### src/rtl/imem_pkg.sv
// Shared constants and parameter legality checks for the pipelined instruction memory.
// Also holds the helper used to decide whether a fetch address is misaligned.
package imem_pkg;

    localparam int         NOP_WORD   = 0;
    localparam logic [1:0] ALIGN_MASK = 2'b11;

    function automatic bit is_misaligned(input logic [1:0] lsb);
        return (lsb & ALIGN_MASK) != 2'b00;
    endfunction

    function automatic bit latency_legal(input int latency);
        return (latency >= 1) && (latency <= 4);
    endfunction

    function automatic bit rsp_depth_legal(input int latency, input int rsp_depth);
        return rsp_depth >= latency + 1;
    endfunction

    function automatic bit depth_legal(input int depth);
        return (depth >= 4) && (depth <= 4096) && ((depth & (depth - 1)) == 0);
    endfunction

endpackage

### src/rtl/imem_rsp_fifo.sv
// Response queue between the read pipeline and the consumer.
// Clear empties it in one edge; push and pop on the same edge leave the count unchanged.
module imem_rsp_fifo #(
    parameter int WIDTH = 33,
    parameter int DEPTH = 3
) (
    input  logic                       clk,
    input  logic                       rst_n,
    input  logic                       clear,
    input  logic                       push,
    input  logic [WIDTH-1:0]           push_data,
    input  logic                       pop,
    output logic [WIDTH-1:0]           pop_data,
    output logic                       valid,
    output logic [$clog2(DEPTH+1)-1:0] count
);

    localparam int PW = (DEPTH > 1) ? $clog2(DEPTH) : 1;

    logic [WIDTH-1:0] store [DEPTH];
    logic [PW-1:0]    wr_ptr;
    logic [PW-1:0]    rd_ptr;

    function automatic logic [PW-1:0] bump(input logic [PW-1:0] p);
        return (p == PW'(DEPTH - 1)) ? '0 : p + 1'b1;
    endfunction

    always_ff @(posedge clk or negedge rst_n) begin
        if (!rst_n) begin
            wr_ptr <= '0;
            rd_ptr <= '0;
            count  <= '0;
        end else if (clear) begin
            wr_ptr <= '0;
            rd_ptr <= '0;
            count  <= '0;
        end else begin
            if (push) wr_ptr <= bump(wr_ptr);
            if (pop)  rd_ptr <= bump(rd_ptr);
            if (push && !pop)      count <= count + 1'b1;
            else if (pop && !push) count <= count - 1'b1;
        end
    end

    always_ff @(posedge clk) begin
        if (push && !clear) store[wr_ptr] <= push_data;
    end

    assign pop_data = store[rd_ptr];
    assign valid    = (count != '0);

endmodule

### src/rtl/imem_pipelined.sv
// Instruction memory with a fixed-latency read pipeline feeding an in-order response queue.
// Admission is credit based so backpressure never drops or overwrites a response.
module imem_pipelined
    import imem_pkg::*;
#(
    parameter int DATA_W    = 32,
    parameter int ADDR_W    = 32,
    parameter int DEPTH     = 64,
    parameter int LATENCY   = 2,
    parameter int RSP_DEPTH = LATENCY + 1
) (
    input  logic                     clk,
    input  logic                     rst_n,
    input  logic                     req_valid,
    output logic                     req_ready,
    input  logic [ADDR_W-1:0]        req_addr,
    output logic                     rsp_valid,
    input  logic                     rsp_ready,
    output logic [DATA_W-1:0]        rsp_instr,
    output logic                     rsp_fault,
    input  logic                     flush,
    input  logic                     ld_en,
    input  logic [$clog2(DEPTH)-1:0] ld_addr,
    input  logic [DATA_W-1:0]        ld_data
);

    localparam int IW = $clog2(DEPTH);
    localparam int EW = DATA_W + 1;
    localparam int CW = $clog2(RSP_DEPTH + 1);
    localparam logic [DATA_W-1:0] NOP = DATA_W'(NOP_WORD);

    if (!latency_legal(LATENCY) || !rsp_depth_legal(LATENCY, RSP_DEPTH) || !depth_legal(DEPTH))
    begin : g_param_err
        $error("imem_pipelined: illegal DEPTH/LATENCY/RSP_DEPTH");
    end

    logic [DATA_W-1:0] mem [DEPTH];
    logic [ADDR_W-3:0] word_idx;
    logic              req_fault;
    logic              accept;
    logic              push;
    logic              pop;
    logic              fifo_valid;
    logic [EW-1:0]     fifo_out;
    logic [CW-1:0]     fifo_count;
    logic [LATENCY-1:0] st_valid;
    logic [EW-1:0]     st_entry [LATENCY];
    logic [15:0]       occupancy;

    assign word_idx  = req_addr[ADDR_W-1:2];
    assign req_fault = is_misaligned(req_addr[1:0]) || ({1'b0, word_idx} >= (ADDR_W-1)'(DEPTH));

    // A response leaving this cycle frees its slot, which keeps full throughput at RSP_DEPTH = LATENCY+1.
    always_comb begin
        occupancy = 16'(fifo_count) - 16'(pop);
        for (int i = 0; i < LATENCY; i++) begin
            occupancy = occupancy + 16'(st_valid[i]);
        end
    end

    assign pop       = fifo_valid && rsp_ready;
    assign req_ready = rst_n && !flush && (occupancy < 16'(RSP_DEPTH));
    assign accept    = req_valid && req_ready;
    assign push      = st_valid[LATENCY-1] && !flush;

    always_ff @(posedge clk) begin
        if (ld_en) mem[ld_addr] <= ld_data;
    end

    always_ff @(posedge clk or negedge rst_n) begin
        if (!rst_n) begin
            st_valid <= '0;
            for (int i = 0; i < LATENCY; i++) st_entry[i] <= '0;
        end else begin
            st_valid[0] <= accept;
            if (accept) st_entry[0] <= req_fault ? {1'b1, NOP} : {1'b0, mem[word_idx[IW-1:0]]};
            for (int i = 1; i < LATENCY; i++) begin
                st_valid[i] <= st_valid[i-1] && !flush;
                st_entry[i] <= st_entry[i-1];
            end
        end
    end

    imem_rsp_fifo #(
        .WIDTH (EW),
        .DEPTH (RSP_DEPTH)
    ) u_rsp_fifo (
        .clk       (clk),
        .rst_n     (rst_n),
        .clear     (flush),
        .push      (push),
        .push_data (st_entry[LATENCY-1]),
        .pop       (pop),
        .pop_data  (fifo_out),
        .valid     (fifo_valid),
        .count     (fifo_count)
    );

    assign rsp_valid              = fifo_valid;
    assign {rsp_fault, rsp_instr} = fifo_valid ? fifo_out : '0;

endmodule
### config.mk
export PLATFORM = sky130hd
export DESIGN_NAME = imem_pipelined
export DESIGN_NICKNAME = d
export VERILOG_FILES = /design/src/rtl/imem_pkg.sv /design/src/rtl/imem_rsp_fifo.sv /design/src/rtl/imem_pipelined.sv
export SDC_FILE = /design/constraint.sdc
export NUM_CORES = 2
export LEC_CHECK = 0
export CORE_AREA = 2 2 419 462
export CTS_CLUSTER_DIAMETER = 200
export DETAILED_ROUTE_END_ITERATION = 8
export DIE_AREA = 0 0 421 464
export HOLD_SLACK_MARGIN = 0.1
export MAX_ROUTING_LAYER = met4
export PLACE_DENSITY_LB_ADDON = 0.15
export SYNTH_ARGS = -nofsm -noshare
export SYNTH_HDL_FRONTEND = slang
export SYNTH_SLANG_ARGS = --single-unit
### constraint.sdc
create_clock -name clk -period 4.2 [get_ports clk]
set_input_delay 0.84 -clock clk [delete_from_list [all_inputs] [get_ports clk]]
set_output_delay 0.84 -clock clk [all_outputs]
set_load 0.1 [all_outputs]
# Word level (Yosys, flattened, before mapping)
# Memories as Yosys holds them, arrays and structs flattened.
# Index checks and enable logic that the tools add are counted.
# totals
mem_bits_rw,2147
latch_bits,0
regBits,74
memories,2
word_cells,52
romBits,0
# classes
mul,0
bitwise_logic,0
muxes,15
n_lt_le_gt_ge,2
reduce_logical,18
n_eq_ne,2
div,0
addsub,7
shifts,0
# memory_table
name,depth,width,read_ports,rd_ports_with_merged_regs,write_ports,line_no,source
mem,64,32,1,0,1,imem_pipelined.sv:37,logic [DATA_W-1:0] mem [DEPTH];
u_rsp_fifo.store,3,33,1,0,1,imem_rsp_fifo.sv:20,logic [WIDTH-1:0] store [DEPTH];
# ops
operator,n
$mux 33,2
$ge 30x7->1 const B,1
$mux 2,9
$lt 16x2->1 const B,1
$logic_and 1x1->1,9
$reduce_bool 2->1,4
$add 2x1->2 const B,3
$add 4x2->5,1
$add 3x2->4,1
$eq 2x2->1 const B,2
$mux 1,4
$logic_not 1->1,3
$reduce_bool 3->1,1
$sub 2x1->3,1
$sub 2x1->2 const B,1
$logic_or 1x1->1,1

# Longest topological paths before layout
# logic_depth
depth_word,8
ltp_mapped,17
mapped_depth_nobuf,16

# By module
# From an unflattened synthesis, not the netlist that was laid out.
# unflattened
cells_unflattened,3955
hier_area_um2,84647.4
# by_module_without_submodules
module,area_each_um2,cells_per_inst,n_inst
imem_pipelined,80664.9,3714,1
imem_rsp_fifo,3982.6,241,1

# Worst setup path after synthesis
# OpenSTA, ideal clock, no wires.
# synth_path
path_kind,register -> register
startpoint,reg u_rsp_fifo.count[0]
endpoint,reg st_entry[53] (netlist name)
path_slack_ps,-2327
path_stages_with_launch,18
arrival_ps,6444
n_path_buf,1
period_less_slack_ps,6527
setup_time_ps,83
required_time_ps,4117
path_cell_list,dfrtp_1 nor2_1 inv_1 nand2_1 inv_1 ha_1 inv_1 fa_1 ha_1 inv_1 ha_1 nand4bb_1 a221oi_1 nand2_1 nor3_1 buf_2 o21ai_0 o21ai_0
# synth_via
elab_chain_cells,8
# synth_lines
element,line_no,source
start: declaration,imem_rsp_fifo.sv:15,output logic [$clog2(DEPTH+1)-1:0] count
start signal: assignment,imem_rsp_fifo.sv:40,if (push && !pop) count <= count + 1'b1;
start signal: assignment,imem_rsp_fifo.sv:41,else if (pop && !push) count <= count - 1'b1;
$reduce_bool 2->1,imem_rsp_fifo.sv:50,assign valid = (count != '0);
via rsp_valid,imem_pipelined.sv:17,"output logic rsp_valid,"
$logic_and 1x1->1,imem_pipelined.sv:61,assign pop = fifo_valid && rsp_ready;
$sub 2x1->3,imem_pipelined.sv:55,occupancy = 16'(fifo_count) - 16'(pop);
$add 3x2->4,imem_pipelined.sv:57,occupancy = occupancy + 16'(st_valid[i]);
$add 4x2->5,imem_pipelined.sv:57,
$lt 16x2->1,imem_pipelined.sv:62,assign req_ready = rst_n && !flush && (occupancy < 16'(RSP_DEPTH));
$logic_and 1x1->1,imem_pipelined.sv:62,
via req_ready,imem_pipelined.sv:15,"output logic req_ready,"
$logic_and 1x1->1,imem_pipelined.sv:63,assign accept = req_valid && req_ready;
end signal: indexed assignment,imem_pipelined.sv:79,st_entry[i] <= st_entry[i-1];
end: declaration,imem_pipelined.sv:47,logic [EW-1:0] st_entry [LATENCY];
# The timed path passes the listed nets, and every way through them passes these cells.
# A chain may end at the register's enable or synchronous reset.

# Worst setup path after layout
# layout_path
startpoint,reg u_rsp_fifo.count[1]
endpoint,out req_ready
# layout_via
elab_chain_cells,7
# layout_lines
element,line_no
$reduce_bool 2->1,imem_rsp_fifo.sv:50
$logic_and 1x1->1,imem_pipelined.sv:61
$sub 2x1->3 *,imem_pipelined.sv:55
$add 3x2->4 *,imem_pipelined.sv:57
$add 4x2->5 *,imem_pipelined.sv:57
$lt 16x2->1 *,imem_pipelined.sv:62
$logic_and 1x1->1 *,imem_pipelined.sv:62
end: declaration,imem_pipelined.sv:15
# Mark *: on every way between the ends. The rest lies on a longest branch, timed or not.

==> impl_metrics.csv <==
group,metric,value,unit
pwr,vdd_ir_drop_max,0.406,mV
min_path,hp-class,"register to register",
timing,timing_worst_slew_pin_value,1.22,ns
worst_setup_path,critPathRequiredTime,3.36,ns
cts,insertion_delay,0.87,ns
yosys,muxShareOfSynthArea,14.4,%
yosys,syn_area,0.0854,mm2
yosys,synth_seq_cells,2221,
yosys,synthAdderAreaFrac,0.0820,%
cts,cts_tree,"yes",
yosys,synth.distinct_cells,58,
placed_design,place.gp.congestion,0.810,
worst_setup_path,reg2reg_to,"st_entry[43]",
timing,drv_slew,0,
route,drc,0,
worst_setup_path,path_class,"register to output port",
cells_and_area,n_fill_cell,15000,
outcome,status,"finished clean",
worst_setup_path,crit_chain,"nor2_4 > clkinvlp_4 > nand2_4 > inv_4 > ha_4 > inv_2 > fa_2 > ha_4 > inv_4 > ha_4 > nand4bb_1 > a221oi_4 > buf_12",
global_routing,antenna_found_initial,17,
yosys,synthArstFlopShare,3.33,%
cts,clock_sinks,2221,
cts,cts.clk_slew.worst_paths,0.06,ns
route,routedWlPerCell,32.8,um
floorplan,core_area,0.190,mm2
cells_and_area,final_cell_mix,"edfxtp_1, mux2i_1, mux4_2",
floorplan,die-width,421,um
yosys,syn_inst,4195,
yosys,synthesis.nets,4276,
route,viasPerCell,5.99,
pwr,power_frac_clock,41.0,%
placed_design,dp_cells,6882,
timing,fmax,241,MHz
route,vias,43700,
worst_setup_path,critPathMaxStageDelay,0.41,ns
yosys,avgSynthCellArea,20.4,um2
placed_design,port_buffers,110,
timing,slew_headroom,18.4,%
pwr,switching_share,21.9,%
floorplan,die_h,464,um
timing,finalSetupViolCount,0,
timing,timing.hold.ws,0.382,ns
global_routing,grt_pass1_vias,43600,
placed_design,hpwl,133000,um
worst_setup_path,rrSetupSlack,0.84,ns
yosys,ys_dominant_reg_cell,"edfxtp_1",
global_routing,grt_max_degree,65,
floorplan,dieArea,0.195,mm2
route,postRouteAntennaNets,0,
placed_design,placed_area,0.0918,mm2
cells_and_area,final_nets,4640,
worst_setup_path,cpMaxStageDelayCell,"dfrtp_1",
pwr,p_int,35900,uW
timing,rsz0062_at_grt,"yes",
floorplan,io_pins,111,
timing,post-route-period-util,98.6,%
min_path,whs_path_depth,0,
worst_setup_path,crit_arrival,3.30,ns
yosys,synth_top_family_by_area,"multiplexers",
cells_and_area,syn2layout_area_growth,15.7,%
worst_setup_path,cp-end-kind,"output port",
timing,setup_tns,0,ns
pwr,pwr-share-comb,5.8,%
yosys,synth_simple_gate_area_share,2.30,%
cts,clk_path_buf_depth,3,
route,drt_wl_total,239000,um
cells_and_area,final_cell_area,0.0988,mm2
global_routing,gr-total-overflow,0,
worst_setup_path,reg2reg_depth,18,
yosys,yosysWarnings,0,
global_routing,track_usage,25.2,%
floorplan,rows,168,
worst_setup_path,cp_common_cell,"ha_4",
yosys,ys_seq_area_share,77.7,%
yosys,synth-edff-count,2147,
pwr,p_switching,10100,uW
timing,clock_skew,0.0375,ns
cells_and_area,layout_commonest_cell,"edfxtp_1",
yosys,synth_compound_area_share,3.77,%
cells_and_area,instances_no_fill,7300,
cts,htreeDepth,4,
global_routing,grt_pass1_wl,336000,um
pwr,p_leak,0.0324,uW
cts,numCtsBuffers,217,
worst_setup_path,critPathMaxFanout,2,
worst_setup_path,reg2reg_from,"u_rsp_fifo.count[1]",
route,first_iter_violations,4921,
flow_run,cap_viol_max_count,0,
worst_setup_path,cp-start-kind,"register",
cells_and_area,drive_gt1_share,22.9,%
timing,period_minus_slack,4.14,ns
timing,hold_violations,0,
pwr,p_total,46000,uW
floorplan,start_util,44.9,%
yosys,synthXorXnorAreaFrac,0.0205,%
min_path,min_to,"st_entry[25]",
pwr,power_density,466,mW/mm2
min_path,min-delay-start,"st_entry[58]",
pwr,seq_power_share,53.1,%
cts,cts-root-buf,"clkbuf_16",
route,drt_pass1_iterations,6,
[worst max-delay path by stage]
stage                             start           end  slack [ns]
global route        u_rsp_fifo.count[1]     req_ready       -0.09
floorplan           u_rsp_fifo.count[0]  st_entry[58]       -0.06
global placement              rsp_ready     req_ready        0.22
finish              u_rsp_fifo.count[1]     req_ready        0.06
CTS                 u_rsp_fifo.count[0]     req_ready       -0.03
detailed placement            rsp_ready     req_ready        0.16
[synthesized netlist by cell type (8+ instances only)]
library cell  instances  share of area (%)
a221oi_1             19               0.19
edfxtp_1           2147                 75
nor3_1                8              0.047
inv_1                12              0.053
nand2b_1             12              0.088
a32o_1               11               0.13
and3_1               11              0.081
dfrtp_1              74                2.2
mux2_2               15               0.20
a22o_1               23               0.24
nand2_1              91               0.40
buf_1                18              0.079
buf_6                26               0.34
buf_2                74               0.43
o21ai_1              11              0.064
o211ai_1             19               0.17
nand4_1              14               0.10
nor2_1              153               0.67
buf_4                62               0.55
a211oi_1             13               0.11
o21ai_0              22               0.13
clkbuf_1             58               0.25
mux4_2              316                8.3
nand3_1              76               0.45
o22ai_1              15               0.11
a22oi_1             192                1.7
nor2b_1              26               0.19
a31oi_1              31               0.23
mux2i_1             499                5.8
a21oi_1              77               0.45
[metrics by stage]
stage	util (%)	setup WS (ns)
floorplan	-	-0.0649
CTS	51.9	-0.0259
global route	51.9	-0.0856
finish	51.9	0.0578
detailed placement	48.2	0.163
global placement	48.2	0.224
[area by class of cell]
type / instances / area (um2) / area share [%]
Tap cell: 2550 / 3190 / 3.23
Multi-Input combinational cell: 1720 / 18200 / 18.4
Timing Repair Buffer: 386 / 4090 / 4.14
Antenna cell: 6 / 15.0 / 0.0152
Clock buffer: 270 / 5780 / 5.85
Sequential cell: 2221 / 66300 / 67.1
Inverter: 13 / 57.6 / 0.0583
Clock inverter: 134 / 1110 / 1.12
[critical path: cells and delay by family, from the launching register on]
family,cells,cell delay [ns]
AO/OA/AOI/OAI,1,0.29
adder cells (fa/ha/maj),4,0.93
buffers and inverters,5,0.47
flip-flops,1,0.41
AND/OR/NAND/NOR,3,0.38
[state kept, by name, summed over array words and instances, names as in the netlist]
name,cells
u_rsp_fifo.count,2
u_rsp_fifo.rd_ptr,2
st_valid,2
mem,2048
u_rsp_fifo.wr_ptr,2
u_rsp_fifo.store,99
st_entry,66
[cells by family after synthesis]
logic type               after synthesis
flip-flops                          2221
multiplexers                         831
AO/OA/AOI/OAI                        457
AND/OR/NAND/NOR                      425
buffers and inverters                254
adder cells (fa/ha/maj)                5
XOR/XNOR                               2
[power by group through the flow]
stage               Combinational [uW]  Sequential, uW  Clock [uW]
global route                      2820           24500       20100
finish                            2690           24500       18900
global placement                  2670           24900           0
CTS                               2710           24500       19200
floorplan                         1480           24900           0
detailed placement                2700           24900           0
[metal layers]
metal / global-route usage (%) / wire length (um) / vias up
li1: - / - / 18100
met5: - / 0 / -
met1: 34.4 / 100000 / 23700
met3: 3.66 / 16600 / 296
met4: 6.06 / 5170 / 0
met2: 40.1 / 117000 / 1702
[repair_timing]
item,4_1_cts,5_1_grt
endpoints found under the hold margin,21,0
hold buffers,1,0
pin swaps,1,1
setup buffers,5,2
cloned,0,0
gates resized for setup,0,5
setup endpoints to repair,1,1
No activity file was read; power rests on OpenSTA's default activity.
